## src/rtl/power_select_ctrl_if.sv

```systemverilog
// Selection bus between the pushbutton front end and the power display logic.
// slave = controller side, master = whoever drives keys/start and consumes the code.
interface power_select_ctrl_if;
    logic [2:0] iKEY_N;
    logic       iSTART;
    logic [3:0] oSTATE;
    logic       oSTATE_VALID;
    logic       oPLAYER;
    logic [1:0] oP1_POWER;
    logic [1:0] oP2_POWER;
    logic       oDONE;

    modport master (
        output iKEY_N, iSTART,
        input  oSTATE, oSTATE_VALID, oPLAYER, oP1_POWER, oP2_POWER, oDONE
    );

    modport slave (
        input  iKEY_N, iSTART,
        output oSTATE, oSTATE_VALID, oPLAYER, oP1_POWER, oP2_POWER, oDONE
    );
endinterface

```

## src/rtl/power_select_ctrl.sv

```systemverilog
// Power selection round controller: debounced keys -> P1 pick, P2 pick, timed 4-bit display code.
// Latency: oSTATE valid 1 cycle after a debounced press event, for HOLD_CYCLES cycles.
// No backpressure: presses outside a select state are dropped. POWER_SEL_NO_DUP_EN rejects P2 picks equal to P1.
module power_select_ctrl #(
    parameter int DEBOUNCE_CYCLES = 500000,
    parameter int HOLD_CYCLES     = 4
) (
    input  logic                clk,
    input  logic                rst_n,
    power_select_ctrl_if.slave  sel_if
);

    localparam int CW = $clog2(DEBOUNCE_CYCLES) + 1;
    localparam int HW = $clog2(HOLD_CYCLES) + 1;
    localparam logic [CW-1:0] DB_LAST   = CW'(DEBOUNCE_CYCLES - 1);
    localparam logic [HW-1:0] HOLD_LAST = HW'(HOLD_CYCLES - 1);

    typedef enum logic [2:0] {
        IDLE,
        P1_SEL,
        P1_SHOW,
        REL_WAIT,
        P2_SEL,
        P2_SHOW,
        DONE
    } state_t;

    // ------------------------------------------------------------------
    // Key input path: 2-flop synchronizer, then per-key stability counter
    // ------------------------------------------------------------------
    logic [2:0]         sync1_q;
    logic [2:0]         sync2_q;
    logic [2:0]         sync_prev_q;
    logic [2:0]         deb_q;
    logic [2:0]         deb_dly_q;
    logic [2:0][CW-1:0] db_cnt_q;

    always_ff @(posedge clk or negedge rst_n) begin
        if (!rst_n) begin
            sync1_q     <= 3'b111;
            sync2_q     <= 3'b111;
            sync_prev_q <= 3'b111;
            deb_q       <= 3'b111;
            deb_dly_q   <= 3'b111;
            db_cnt_q    <= '0;
        end else begin
            sync1_q     <= sel_if.iKEY_N;
            sync2_q     <= sync1_q;
            sync_prev_q <= sync2_q;
            deb_dly_q   <= deb_q;
            for (int k = 0; k < 3; k++) begin
                if (sync2_q[k] != sync_prev_q[k]) begin
                    db_cnt_q[k] <= '0;
                end else if (db_cnt_q[k] == DB_LAST) begin
                    deb_q[k] <= sync2_q[k];
                end else begin
                    db_cnt_q[k] <= db_cnt_q[k] + CW'(1);
                end
            end
        end
    end

    // ------------------------------------------------------------------
    // Press event decode
    // ------------------------------------------------------------------
    logic [2:0] pressed;
    logic [2:0] press_evt;
    logic       multi_press;
    logic       evt_vld;
    logic [1:0] evt_pick;
    logic       dup_pick;

    assign pressed     = ~deb_q;
    assign press_evt   = deb_dly_q & ~deb_q;
    assign multi_press = (pressed[0] & pressed[1]) | (pressed[0] & pressed[2]) |
                         (pressed[1] & pressed[2]);
    assign evt_vld     = (|press_evt) && !multi_press;

    // With multi-press excluded, the pressed vector has exactly one bit set on a valid event.
    always_comb begin
        evt_pick = 2'b00;
        if (pressed[0])      evt_pick = 2'b01;
        else if (pressed[1]) evt_pick = 2'b10;
        else if (pressed[2]) evt_pick = 2'b11;
    end

    function automatic logic [3:0] code_of(input logic [1:0] pick);
        code_of = {2'b01, pick - 2'd1};
    endfunction

    // ------------------------------------------------------------------
    // Round FSM with registered outputs
    // ------------------------------------------------------------------
    state_t      st_q;
    logic [HW-1:0] hold_q;
    logic [3:0]  code_q;
    logic        code_vld_q;
    logic        player_q;
    logic [1:0]  p1_q;
    logic [1:0]  p2_q;
    logic        done_q;

`ifdef POWER_SEL_NO_DUP_EN
    assign dup_pick = (evt_pick == p1_q);
`else
    assign dup_pick = 1'b0;
`endif

    always_ff @(posedge clk or negedge rst_n) begin
        if (!rst_n) begin
            st_q       <= IDLE;
            hold_q     <= '0;
            code_q     <= 4'b0000;
            code_vld_q <= 1'b0;
            player_q   <= 1'b0;
            p1_q       <= 2'b00;
            p2_q       <= 2'b00;
            done_q     <= 1'b0;
        end else begin
            case (st_q)
                IDLE: begin
                    if (sel_if.iSTART) begin
                        player_q <= 1'b0;
                        st_q     <= P1_SEL;
                    end
                end
                P1_SEL: begin
                    if (evt_vld) begin
                        p1_q       <= evt_pick;
                        code_q     <= code_of(evt_pick);
                        code_vld_q <= 1'b1;
                        hold_q     <= HOLD_LAST;
                        st_q       <= P1_SHOW;
                    end
                end
                P1_SHOW: begin
                    if (hold_q == '0) begin
                        code_q     <= 4'b0000;
                        code_vld_q <= 1'b0;
                        player_q   <= 1'b1;
                        st_q       <= REL_WAIT;
                    end else begin
                        hold_q <= hold_q - HW'(1);
                    end
                end
                REL_WAIT: begin
                    // P1's key must be seen released so it cannot count as P2's pick.
                    if (&deb_q) begin
                        st_q <= P2_SEL;
                    end
                end
                P2_SEL: begin
                    if (evt_vld && !dup_pick) begin
                        p2_q       <= evt_pick;
                        code_q     <= code_of(evt_pick);
                        code_vld_q <= 1'b1;
                        hold_q     <= HOLD_LAST;
                        st_q       <= P2_SHOW;
                    end
                end
                P2_SHOW: begin
                    if (hold_q == '0) begin
                        code_q     <= 4'b0000;
                        code_vld_q <= 1'b0;
                        done_q     <= 1'b1;
                        st_q       <= DONE;
                    end else begin
                        hold_q <= hold_q - HW'(1);
                    end
                end
                DONE: begin
                    if (sel_if.iSTART) begin
                        p1_q     <= 2'b00;
                        p2_q     <= 2'b00;
                        done_q   <= 1'b0;
                        player_q <= 1'b0;
                        st_q     <= P1_SEL;
                    end
                end
                default: begin
                    st_q       <= IDLE;
                    code_q     <= 4'b0000;
                    code_vld_q <= 1'b0;
                end
            endcase
        end
    end

    assign sel_if.oSTATE       = code_q;
    assign sel_if.oSTATE_VALID = code_vld_q;
    assign sel_if.oPLAYER      = player_q;
    assign sel_if.oP1_POWER    = p1_q;
    assign sel_if.oP2_POWER    = p2_q;
    assign sel_if.oDONE        = done_q;

endmodule
```

## src/flat_wrapper.sv

```systemverilog
// flat-port wrapper written by rule: the top's interface ports become plain ports
module power_select_ctrl_flat 
#(
    parameter int DEBOUNCE_CYCLES = 500000,
    parameter int HOLD_CYCLES     = 4
)
  (clk, rst_n, sel_if_iKEY_N, sel_if_iSTART, sel_if_oSTATE, sel_if_oSTATE_VALID, sel_if_oPLAYER, sel_if_oP1_POWER, sel_if_oP2_POWER, sel_if_oDONE);
  power_select_ctrl_if sel_if_i ();
  input  logic clk;
  input  logic rst_n;
  input wire logic [$bits(sel_if_i.iKEY_N)-1:0] sel_if_iKEY_N;
  input wire logic [$bits(sel_if_i.iSTART)-1:0] sel_if_iSTART;
  output wire logic [$bits(sel_if_i.oSTATE)-1:0] sel_if_oSTATE;
  output wire logic [$bits(sel_if_i.oSTATE_VALID)-1:0] sel_if_oSTATE_VALID;
  output wire logic [$bits(sel_if_i.oPLAYER)-1:0] sel_if_oPLAYER;
  output wire logic [$bits(sel_if_i.oP1_POWER)-1:0] sel_if_oP1_POWER;
  output wire logic [$bits(sel_if_i.oP2_POWER)-1:0] sel_if_oP2_POWER;
  output wire logic [$bits(sel_if_i.oDONE)-1:0] sel_if_oDONE;
  assign sel_if_i.iKEY_N = sel_if_iKEY_N;
  assign sel_if_i.iSTART = sel_if_iSTART;
  assign sel_if_oSTATE = sel_if_i.oSTATE;
  assign sel_if_oSTATE_VALID = sel_if_i.oSTATE_VALID;
  assign sel_if_oPLAYER = sel_if_i.oPLAYER;
  assign sel_if_oP1_POWER = sel_if_i.oP1_POWER;
  assign sel_if_oP2_POWER = sel_if_i.oP2_POWER;
  assign sel_if_oDONE = sel_if_i.oDONE;
  power_select_ctrl #(.DEBOUNCE_CYCLES(DEBOUNCE_CYCLES), .HOLD_CYCLES(HOLD_CYCLES)) u_core (.clk(clk), .rst_n(rst_n), .sel_if(sel_if_i));
endmodule
```

## config.mk

```make
export PLATFORM = sky130hd
export DESIGN_NAME = power_select_ctrl_flat
export DESIGN_NICKNAME = d
export VERILOG_FILES = /design/src/rtl/power_select_ctrl_if.sv /design/src/rtl/power_select_ctrl.sv /design/src/flat_wrapper.sv
export SDC_FILE = /design/constraint.sdc
export NUM_CORES = 1
export LEC_CHECK = 0
export CORE_MARGIN = 2
export CORE_UTILIZATION = 45
export CTS_CLUSTER_SIZE = 24
export DETAILED_ROUTE_END_ITERATION = 10
export PLACE_DENSITY = 0.62
export SLEW_MARGIN = 10
export SYNTH_ARGS = -nofsm -noshare
export SYNTH_HDL_FRONTEND = slang
export SYNTH_SLANG_ARGS = --single-unit
```

## constraint.sdc

```tcl
create_clock -name clk -period 2.9 [get_ports clk]
set_input_delay 0.58 -clock clk [delete_from_list [all_inputs] [get_ports clk]]
set_output_delay 0.58 -clock clk [all_outputs]
set_load 0.01 [all_outputs]
```

==> run metrics, run 1 <==
cell taking the most area after synthesis dfrtp_1; clock skew 0.01555 ns; RSZ-0062 raised after global routing no; Root Driver clkbuf_8; initial antenna violation count 0; drt drc 0; syn_area_per_cell 9.701 um^2; Worst Tran Pin Value 0.8705 ns; drt total wl 9.287 mm; pwr dens 456.4 mW/mm^2; Worst-path clk slew 0.10 ns; Async S/R FF share, synth 100.0%; CP Max Fanout 8; # setup viols final 0; ranking of synthesized cells by area dfrtp_1 (40%), dfstp_2 (8.5%), nand2_1 (3.6%); worst hold path class input port to asynchronous set/reset pin; Detail Placement HPWL 6.316 mm; Mapped Cells 478; Core Box Area 0.01018 mm^2; Slew headroom 41.55%; gr usage total 17.94%; sequential fraction of the synthesis area 48.97%; Post-CTS Setup Bufs 0; Cell Area, Synth 0.004637 mm^2; WL per Instance 14.72 um; 1st-iter DRT viols 127; EDFF count, synth 0; total CTS buffers 9; first-pass GRT wire length 16.43 mm; drt first pass iters 4; top_reg_cell synth dfrtp_1; TritonCTS clock tree yes; Vias 3677; layout cells sized above 1 9.697%; top-count cell post-synth dfrtp_1; vias in the first global route 3510; Die H 105.5 um; post-cts sizing count 0; Fillers 948; # H-tree levels 3; outcome finished, final reports clean; total I/O pin count 17; Vias/cell 5.827; remaining antenna violation count 0; Std-Cell Rows 37; Die Span X 105.5 um; post-layout util 50.31%; synth warn 0; Die Area 0.01113 mm^2; synth cell count leaders dfrtp_1 (75), nand2_1 (44), nor2_1 (40), nand3_1 (25), a21oi_1 (23); fin crit share 72.26%; crit start category register; # port buffers 15; nets@finish 501; crit path capture type register; CP Data Arrival Time 2.38 ns; Slew Viols, Final 0; Max Freq 477.2 MHz; Syn Nets 489; Total Power 0.002338 W; Hold Violations, Final 0; kind of critical path register to register; TritonCTS Sinks 90; routability cong. 0.8611; Yosys top cell area share 40.47%; Initial Util 45.53%; total congestion overflow 0; # hold bufs at CTS 0; crit path time final 2.096 ns; WP data required 3.19 ns; P_leak 2.071 nW; total of max-cap violations 0; CTS max path bufs 2; Max VDD drop 225.8 uV; largest net degree at the start of global routing 42; antenna cells 0; Layout area overhead 10.50%; post-synth cell types 56; setup TNS 0 ns; clock latency on the worst-skew pair 0.37 ns; FF+latch count, synth 90
## layout by cell type (no fill, tap or decap), types with 6 or more instances in the layout
| cell type | netlist | routed |
|---|---|---|
| a21oi_1 | 23 | 23 |
| a31oi_1 | 15 | 15 |
| and2_1 | 6 | 6 |
| and3_1 | 11 | 11 |
| and4_1 | 8 | 8 |
| clkbuf_8 | 0 | 9 |
| clkdlybuf4s50_1 | 0 | 14 |
| dfrtp_1 | 75 | 75 |
| dfstp_2 | 15 | 15 |
| inv_1 | 11 | 11 |
| nand2_1 | 44 | 44 |
| nand3_1 | 25 | 25 |
| nand4_1 | 16 | 16 |
| nor2_1 | 40 | 40 |
| nor3_1 | 13 | 13 |
| nor4_1 | 9 | 9 |
| o211ai_1 | 6 | 6 |
| o21ai_0 | 18 | 18 |
| o31ai_1 | 9 | 9 |
| or3_1 | 6 | 6 |
| or4_1 | 12 | 12 |
| xnor2_1 | 14 | 14 |
| xor2_1 | 13 | 13 |
## worst max-delay path, cell delays in order, from the launching register on
cell     delay [ns]
dfrtp_1        0.41
ha_1           0.24
nand4_1        0.29
or3_1          0.52
or4_1          0.42
a21oi_1        0.15
## report_power, final
part | switching (W) | internal [W] | total (W)
Sequential | 0.0000312 | 0.00129 | 0.00132
Clock | 0.000481 | 0.000408 | 0.000888
Combinational | 0.0000898 | 0.0000429 | 0.000133
Total | 0.000602 | 0.00174 | 0.00234
## flip-flops by register name (all words and copies together) (netlist names)
signal	cells
u_core.deb_q	3
u_core.db_cnt_q	60
u_core.st_q	3
u_core.sel_if.oPLAYER	1
u_core.sel_if.oSTATE	3
u_core.sel_if.oP2_POWER	2
u_core.hold_q	3
u_core.sel_if.oDONE	1
u_core.sync_prev_q	3
u_core.sel_if.oP1_POWER	2
u_core.sync1_q	3
u_core.sync2_q	3
u_core.deb_dly_q	3
## cell type report
| type | instances | area, um^2 | share of cell area, % |
|---|---|---|---|
| sequential | 90 | 2271 | 44.32 |
| inverter | 11 | 41.29 | 0.8059 |
| tap | 136 | 170.2 | 3.321 |
| multi-input combinational | 358 | 2243 | 43.79 |
| clock inverter | 7 | 76.32 | 1.490 |
| timing repair buffer | 20 | 197.7 | 3.858 |
| clock buffer | 9 | 123.9 | 2.418 |
## final timing paths
check	slack, ns	cells after the start	start	endpoint
worst max-delay path	0.80	5	u_core.db_cnt_q[20]$_DFFE_PN0N_	u_core.db_cnt_q[38]$_DFFE_PN0N_
worst min-delay path	0.19	1	rst_n	u_core.db_cnt_q[38]$_DFFE_PN0N_
worst max register to register	0.80	5	u_core.db_cnt_q[20]$_DFFE_PN0N_	u_core.db_cnt_q[38]$_DFFE_PN0N_
worst min register to register	0.36	0	u_core.sync1_q[2]$_DFF_PN1_	u_core.sync2_q[2]$_DFF_PN1_
max in group asynchronous	2.04	2	rst_n	u_core.deb_q[0]$_DFFE_PN1P_
min in group clk	0.36	0	u_core.sync1_q[2]$_DFF_PN1_	u_core.sync2_q[2]$_DFF_PN1_
## routing by layer
layer	global-route usage, %	share of wire, %
met3	3.154	2.4
met1	25.61	51
met2	28.02	45
met5	0	0
met4	5.451	1.4
## metrics by stage
| step | cell area [um^2] | std cells | hold slack, ns | setup WS (ns) |
|---|---|---|---|---|
| detailed placement | 4923 | 615 | 0.3468 | 0.8197 |
| finish | 5124 | 631 | 0.1897 | 0.8045 |
| floorplan | 4637 | 478 | 0.2844 | 1.001 |
| global placement | 4923 | 615 | 0.3465 | 0.8636 |
| CTS | 5124 | 631 | 0.2116 | 0.8083 |
| global route | 5124 | 631 | 0.2279 | 0.6317 |
## cell families after synthesis
logic type | Yosys count | synth area share (%)
flops | 90 | 48.97
compound gates | 106 | 15.38
simple gates | 214 | 25.39
other cells | 1 | 0.08087
mux | 5 | 1.079
buf+inv | 30 | 2.644
fa+ha+maj | 5 | 1.349
xor+xnor | 27 | 5.100
No activity file was read; power rests on OpenSTA's default activity.
==> inputs of run 2 (changes only) <==
--- a/config.mk
+++ b/config.mk
@@ -9,7 +9,7 @@
 export CORE_UTILIZATION = 45
 export CTS_CLUSTER_SIZE = 24
 export DETAILED_ROUTE_END_ITERATION = 10
-export PLACE_DENSITY = 0.62
+export PLACE_DENSITY = 0.64
 export SLEW_MARGIN = 10
 export SYNTH_ARGS = -nofsm -noshare
 export SYNTH_HDL_FRONTEND = slang
==> constraint.sdc (replaced) <==
create_clock -name clk -period 1.8 [get_ports clk]
set_input_delay 0.36 -clock clk [delete_from_list [all_inputs] [get_ports clk]]
set_output_delay 0.36 -clock clk [all_outputs]
set_load 0.01 [all_outputs]
==> run 2 against run 1 <==
Effect of this change: the run now ends with negative setup slack left; cell area up 10%; die area unchanged; setup slack worse by 0.88 ns; sequential power increased by 61%; via count up 6.4%; non-clock buffer count up 50; hold slack better by 0.17 ns; critical path depth did not move; combinational power grew 100%; routed wire length is 13% higher; final cell count grew 7.8%; power grew 59%.
==> run metrics, run 2 (synthesis gave the netlist of run 1 again) <==
Buf+Inv Stages, Crit Path 0; Slew headroom 62.58%; number of flip-flops in the largest register 60; WL per Instance 15.41 um; Hold Violations, Final 0; gr usage total 19.67%; Layout area overhead 21.80%; Max Freq 532.2 MHz; Slew Viols, Final 0; RSZ-0062 raised after global routing yes; drt drc 0; post-route setup slack -0.07886 ns; initial antenna violation count 0; drt total wl 10.48 mm; nets@finish 551; CP top delay family simple AND/OR/NAND/NOR gates; Die Span X 105.5 um; crit path from u_core.db_cnt_q[20]$_DFFE_PN0N_; TritonCTS Sinks 90; final cell count without fillers 680; failing checks negative setup slack; worst hold path class register to register; Hold Startpoint u_core.sync1_q[0]$_DFF_PN1_; Total Power 0.003721 W; CTS max path bufs 2; # port buffers 15; WP data required 2.10 ns; total I/O pin count 17; most frequent cells in the layout dfrtp_1 (75), buf_4 (49), nand2_1 (44), nor2_1 (40), nand3_1 (24); largest net degree at the start of global routing 38; met3 Usage GRT 4.143%; vias in the first global route 3904; most common cell after layout, fill and taps aside dfrtp_1; fin crit share 104.4%; # setup viols final 4; antenna cells 0; routability cong. 0.8536; crit path time final 1.879 ns; pwr dens 658.8 mW/mm^2; # H-tree levels 3; Core Box Area 0.01018 mm^2; CP max-delay cell or4_4; P_leak 2.364 nW; Root Driver clkbuf_8; TritonCTS clock tree yes; clock skew 0.009133 ns; Max VDD drop 364.2 uV; remaining antenna violation count 0; total congestion overflow 0; total CTS buffers 9; crit path capture type register; total of max-cap violations 0; crit-path cells ha_2 -> nand4_1 -> or3_4 -> or4_4 -> a21oi_2; CP peak stage delay 0.53 ns; CP Max Fanout 5; gr busiest metal met2; drt first pass iters 5; crit start category register; met2 Use GR 32.07%; Detail Placement HPWL 7.090 mm; start of the worst register-to-register path u_core.db_cnt_q[20]$_DFFE_PN0N_; Vias/cell 5.754; outcome complete, but fails checks; 1st-iter DRT viols 155; dpl cells 659; clock latency on the worst-skew pair 0.37 ns; most flop-heavy register u_core.db_cnt_q; Std-Cell Rows 37; Die Area 0.01113 mm^2; met1 Track Usage GR 25.75%; first-pass GRT wire length 17.89 mm; Worst Tran Pin Value 0.5585 ns; Worst-path clk slew 0.08 ns; kind of critical path register to register; CP Data Arrival Time 2.18 ns; Vias 3913; layout cells sized above 1 22.24%; Initial Util 45.53%; Die H 105.5 um
run 2: report_power, final:
group,total [W],internal (W),leakage (nW),switching [W]
Clock,0.00133,0.000607,0.0915,0.000727
Combinational,0.000266,0.000104,1.10,0.000161
Sequential,0.00212,0.00207,1.18,0.0000497
run 2: worst reg2reg max path, stage by stage (launching register included):
cell and delay, ns:
dfrtp_1 0.40, ha_2 0.20, nand4_1 0.12, or3_4 0.43, or4_4 0.53, a21oi_2 0.13
run 2: layout make-up:
type | count | area (um^2)
timing repair buffer | 70 | 611.8
multi-input combinational | 358 | 2372
sequential | 90 | 2271
tap | 136 | 170.2
inverter | 11 | 41.29
fill | 911 | 4537
clock inverter | 2 | 12.51
clock buffer | 13 | 168.9
run 2: worst paths after layout:
kind	endpoint	slack, ns	cells after the start
worst max-delay path	u_core.db_cnt_q[36]$_DFFE_PN0N_	-0.08	5
worst min-delay path	u_core.sync2_q[0]$_DFF_PN1_	0.36	0
worst max register to register	u_core.db_cnt_q[36]$_DFFE_PN0N_	-0.08	5
worst min register to register	u_core.sync2_q[0]$_DFF_PN1_	0.36	0
max in group asynchronous	u_core.sync1_q[2]$_DFF_PN1_	0.73	3
min in group asynchronous	u_core.db_cnt_q[37]$_DFFE_PN0N_	0.45	2
run 2: metrics by stage:
step | utilization [%] | hold WS [ns] | area, um^2 | setup slack [ns] | setup TNS [ns]
floorplan | - | 0.06441 | 4666 | -0.04380 | -0.1906
global placement | 52.06 | 0.3190 | 5303 | -0.06412 | -0.06412
detailed placement | 52.06 | 0.3228 | 5303 | -0.07153 | -0.1574
CTS | 54.07 | 0.3637 | 5507 | -0.02666 | -0.09651
global route | 55.45 | 0.3690 | 5648 | -0.1444 | -0.6950
finish | 55.45 | 0.3598 | 5648 | -0.07886 | -0.1996
run 2: metal layers:
| layer | share of wire, % | vias up |
|---|---|---|
| met1 | 46 | 1913 |
| met5 | 0 | - |
| met2 | 49 | 74 |
| li1 | - | 1911 |
| met4 | 1.6 | 0 |
| met3 | 3.3 | 15 |
run 2: timing repair:
item / 4_1_cts / 5_1_grt
resized for setup: 3 / 24
cloned: 0 / 0
pin swaps: 5 / 7
hold buffers: 1 / 0
setup endpoints to repair: 7 / 18
setup buffers: 0 / 6
endpoints found under the hold margin: 22 / 0
==> inputs of run 3 (changes only) <==
--- a/config.mk
+++ b/config.mk
@@ -5,11 +5,12 @@
 export SDC_FILE = /design/constraint.sdc
 export NUM_CORES = 1
 export LEC_CHECK = 0
+export ABC_AREA = 1
 export CORE_MARGIN = 2
 export CORE_UTILIZATION = 45
 export CTS_CLUSTER_SIZE = 24
 export DETAILED_ROUTE_END_ITERATION = 10
-export PLACE_DENSITY = 0.64
+export PLACE_DENSITY = 0.62
 export SLEW_MARGIN = 10
 export SYNTH_ARGS = -nofsm -noshare
 export SYNTH_HDL_FRONTEND = slang
==> constraint.sdc (replaced) <==
create_clock -name clk -period 1.95 [get_ports clk]
set_input_delay 0.39 -clock clk [delete_from_list [all_inputs] [get_ports clk]]
set_output_delay 0.39 -clock clk [all_outputs]
set_load 0.01 [all_outputs]
==> run 3 against run 2 <==
Effect of this change: the run now ends clean; sequential share of layout area increased by 1.5 points; die area is 5.6% higher; cell area down 3.6%; register-to-register slack gained 0.44 ns; synthesized area grew 5.8%; hold slack is essentially flat; global-route usage shrank 1.1 points.
==> run metrics, run 3 <==
outcome finished, final reports clean; sequential fraction of the synthesis area 46.30%; # port buffers 15; gr usage total 18.59%; layout cells sized above 1 10.91%; drt drc 0; EDFF count, synth 0; ranking of synthesized cells by area dfrtp_1 (38%), nand2_1 (12%), dfstp_2 (8.0%); Max VDD drop 459.6 uV; synth cell count leaders nand2_1 (159), nor2_1 (104), dfrtp_1 (75), inv_1 (74), nand3_1 (48); CP peak stage delay 0.55 ns; antenna cells 0; FF+latch count, synth 90; RSZ-0062 raised after global routing no; nets@finish 675; clock skew 0.01863 ns; Fillers 1067; routability cong. 0.8383; Total Power 0.004349 W; top-count cell post-synth nand2_1; total congestion overflow 0; initial antenna violation count 0; 1st-iter DRT viols 235; fin crit share 86.96%; Std-Cell Rows 38; top_reg_cell synth dfrtp_1; cell taking the most area after synthesis dfrtp_1; drt first pass iters 5; crit path capture type output port; most common cell after layout, fill and taps aside nand2_1; Vias 4039; number of flip-flops in the largest register 60; Post-CTS Setup Bufs 0; post-synthesis compound-gate area fraction 6.148%; Simple-Gate Fraction of Synth Area 36.38%; Yosys top cell area share 38.27%; remaining antenna violation count 0; Max Freq 589.7 MHz; # H-tree levels 3; crit-path cells clkdlybuf4s50_1; Hold Violations, Final 0; Synth Area in Adders 1.276%; most flop-heavy register u_core.db_cnt_q; Root Driver clkbuf_8; Buf+Inv Stages, Crit Path 1; crit start category register; Synth Area in XOR/XNOR 3.036%; Die H 108.4 um; Layout area overhead 11.05%; Initial Util 45.65%; Core Box Area 0.01075 mm^2; total CTS buffers 9; kind of critical path register to output port; Mapped Cells 640; worst hold path class register to register; TritonCTS clock tree yes; synth warn 0; Syn Nets 651; crit path time final 1.696 ns; Die Span X 108.4 um; largest family of logic cells by synthesized area simple AND/OR/NAND/NOR gates; pwr dens 798.5 mW/mm^2; post-synth cell types 34; P_leak 2.522 nW; total of max-cap violations 0; clock latency on the worst-skew pair 0.38 ns; # setup viols final 0; Worst-path clk slew 0.10 ns; Cell Area, Synth 0.004905 mm^2; drt total wl 9.773 mm; # hold bufs at CTS 1; post-cts sizing count 0; Detail Placement HPWL 7.194 mm; TritonCTS Sinks 90; area of the multi-input gates 0.002301 mm^2; total I/O pin count 17; Async S/R FF share, synth 100.0%; mux cell area share after synthesis 0%; CP Max Fanout 3; largest net degree at the start of global routing 37; vias in the first global route 3849; CP max-delay cell clkdlybuf4s50_1; setup TNS 0 ns; Vias/cell 4.993; CP Data Arrival Time 1.31 ns; Die Area 0.01175 mm^2; Reg area 0.002271 mm^2; Slew Viols, Final 0; WL per Instance 12.08 um; most frequent cells in the layout nand2_1 (159), nor2_1 (104), dfrtp_1 (75), inv_1 (74), nand3_1 (48); first-pass GRT wire length 17.33 mm; CP top delay family buffers and inverters; WP data required 1.56 ns; CTS max path bufs 2; syn_area_per_cell 7.664 um^2
-- run 3: final timing paths --
path	start	depth (start not counted)	slack, ns	endpoint
hold / removal	u_core.sync1_q[0]$_DFF_PN1_	0	0.36	u_core.sync2_q[0]$_DFF_PN1_
hold reg to reg	u_core.sync1_q[0]$_DFF_PN1_	0	0.36	u_core.sync2_q[0]$_DFF_PN1_
min in group asynchronous	rst_n	2	0.53	u_core.db_cnt_q[20]$_DFFE_PN0N_
setup / recovery	u_core.sel_if.oSTATE[2]$_DFFE_PN0P_	1	0.25	sel_if_oSTATE[2]
max in group asynchronous	rst_n	3	0.87	u_core.db_cnt_q[17]$_DFFE_PN0N_
setup reg to reg	u_core.db_cnt_q[1]$_DFFE_PN0N_	6	0.36	u_core.db_cnt_q[0]$_DFFE_PN0N_
-- run 3: logic make-up after synthesis --
family                   Yosys count
buffers and inverters             83
AND/OR/NAND/NOR                  385
XOR/XNOR                          17
AO/OA/AOI/OAI                     59
adder cells (fa/ha/maj)            5
other                              1
flip-flops                        90
-- run 3: area by class of cell --
class                           instances  share of cell area (%)
Clock inverter                          6                   1.172
Multi-Input combinational cell        467                   42.25
Timing Repair Buffer                   20                   3.905
Tap cell                              140                   3.216
Inverter                               76                   5.238
Clock buffer                           10                   2.527
Sequential cell                        90                   41.70
-- run 3: report_power, final --
part / total (W) / switching [W] / internal (W)
logic: 0.000916 / 0.000571 / 0.000344
registers: 0.00210 / 0.000112 / 0.00199
clock network: 0.00133 / 0.000701 / 0.000627
total: 0.00435 / 0.00138 / 0.00296
-- run 3: through the flow --
step           hold slack (ns)  cells  setup slack [ns]  area (um^2)  utilization [%]
2_1_floorplan          0.09441    640            0.6221         4905                -
3_3_place_gp            0.3468    792            0.4507         5235            48.72
3_5_place_dp            0.3468    792            0.3989         5235            48.72
4_1_cts                 0.3603    809            0.2320         5446            50.69
5_1_grt                 0.3649    809            0.2015         5446            50.69
6_report                0.3594    809            0.2542         5446            50.69
-- run 3: per-layer routing --
metal  part of all wire (%)  global-route usage, %  up-vias  routed length [um]
li1                       -                      -     2092                   -
met1                     49                  24.45     1896                4743
met2                     48                  30.58       43                4679
met3                    2.5                  3.797        8                 246
met4                    1.1                  6.410        0                 103
met5                      0                      0        -                   0
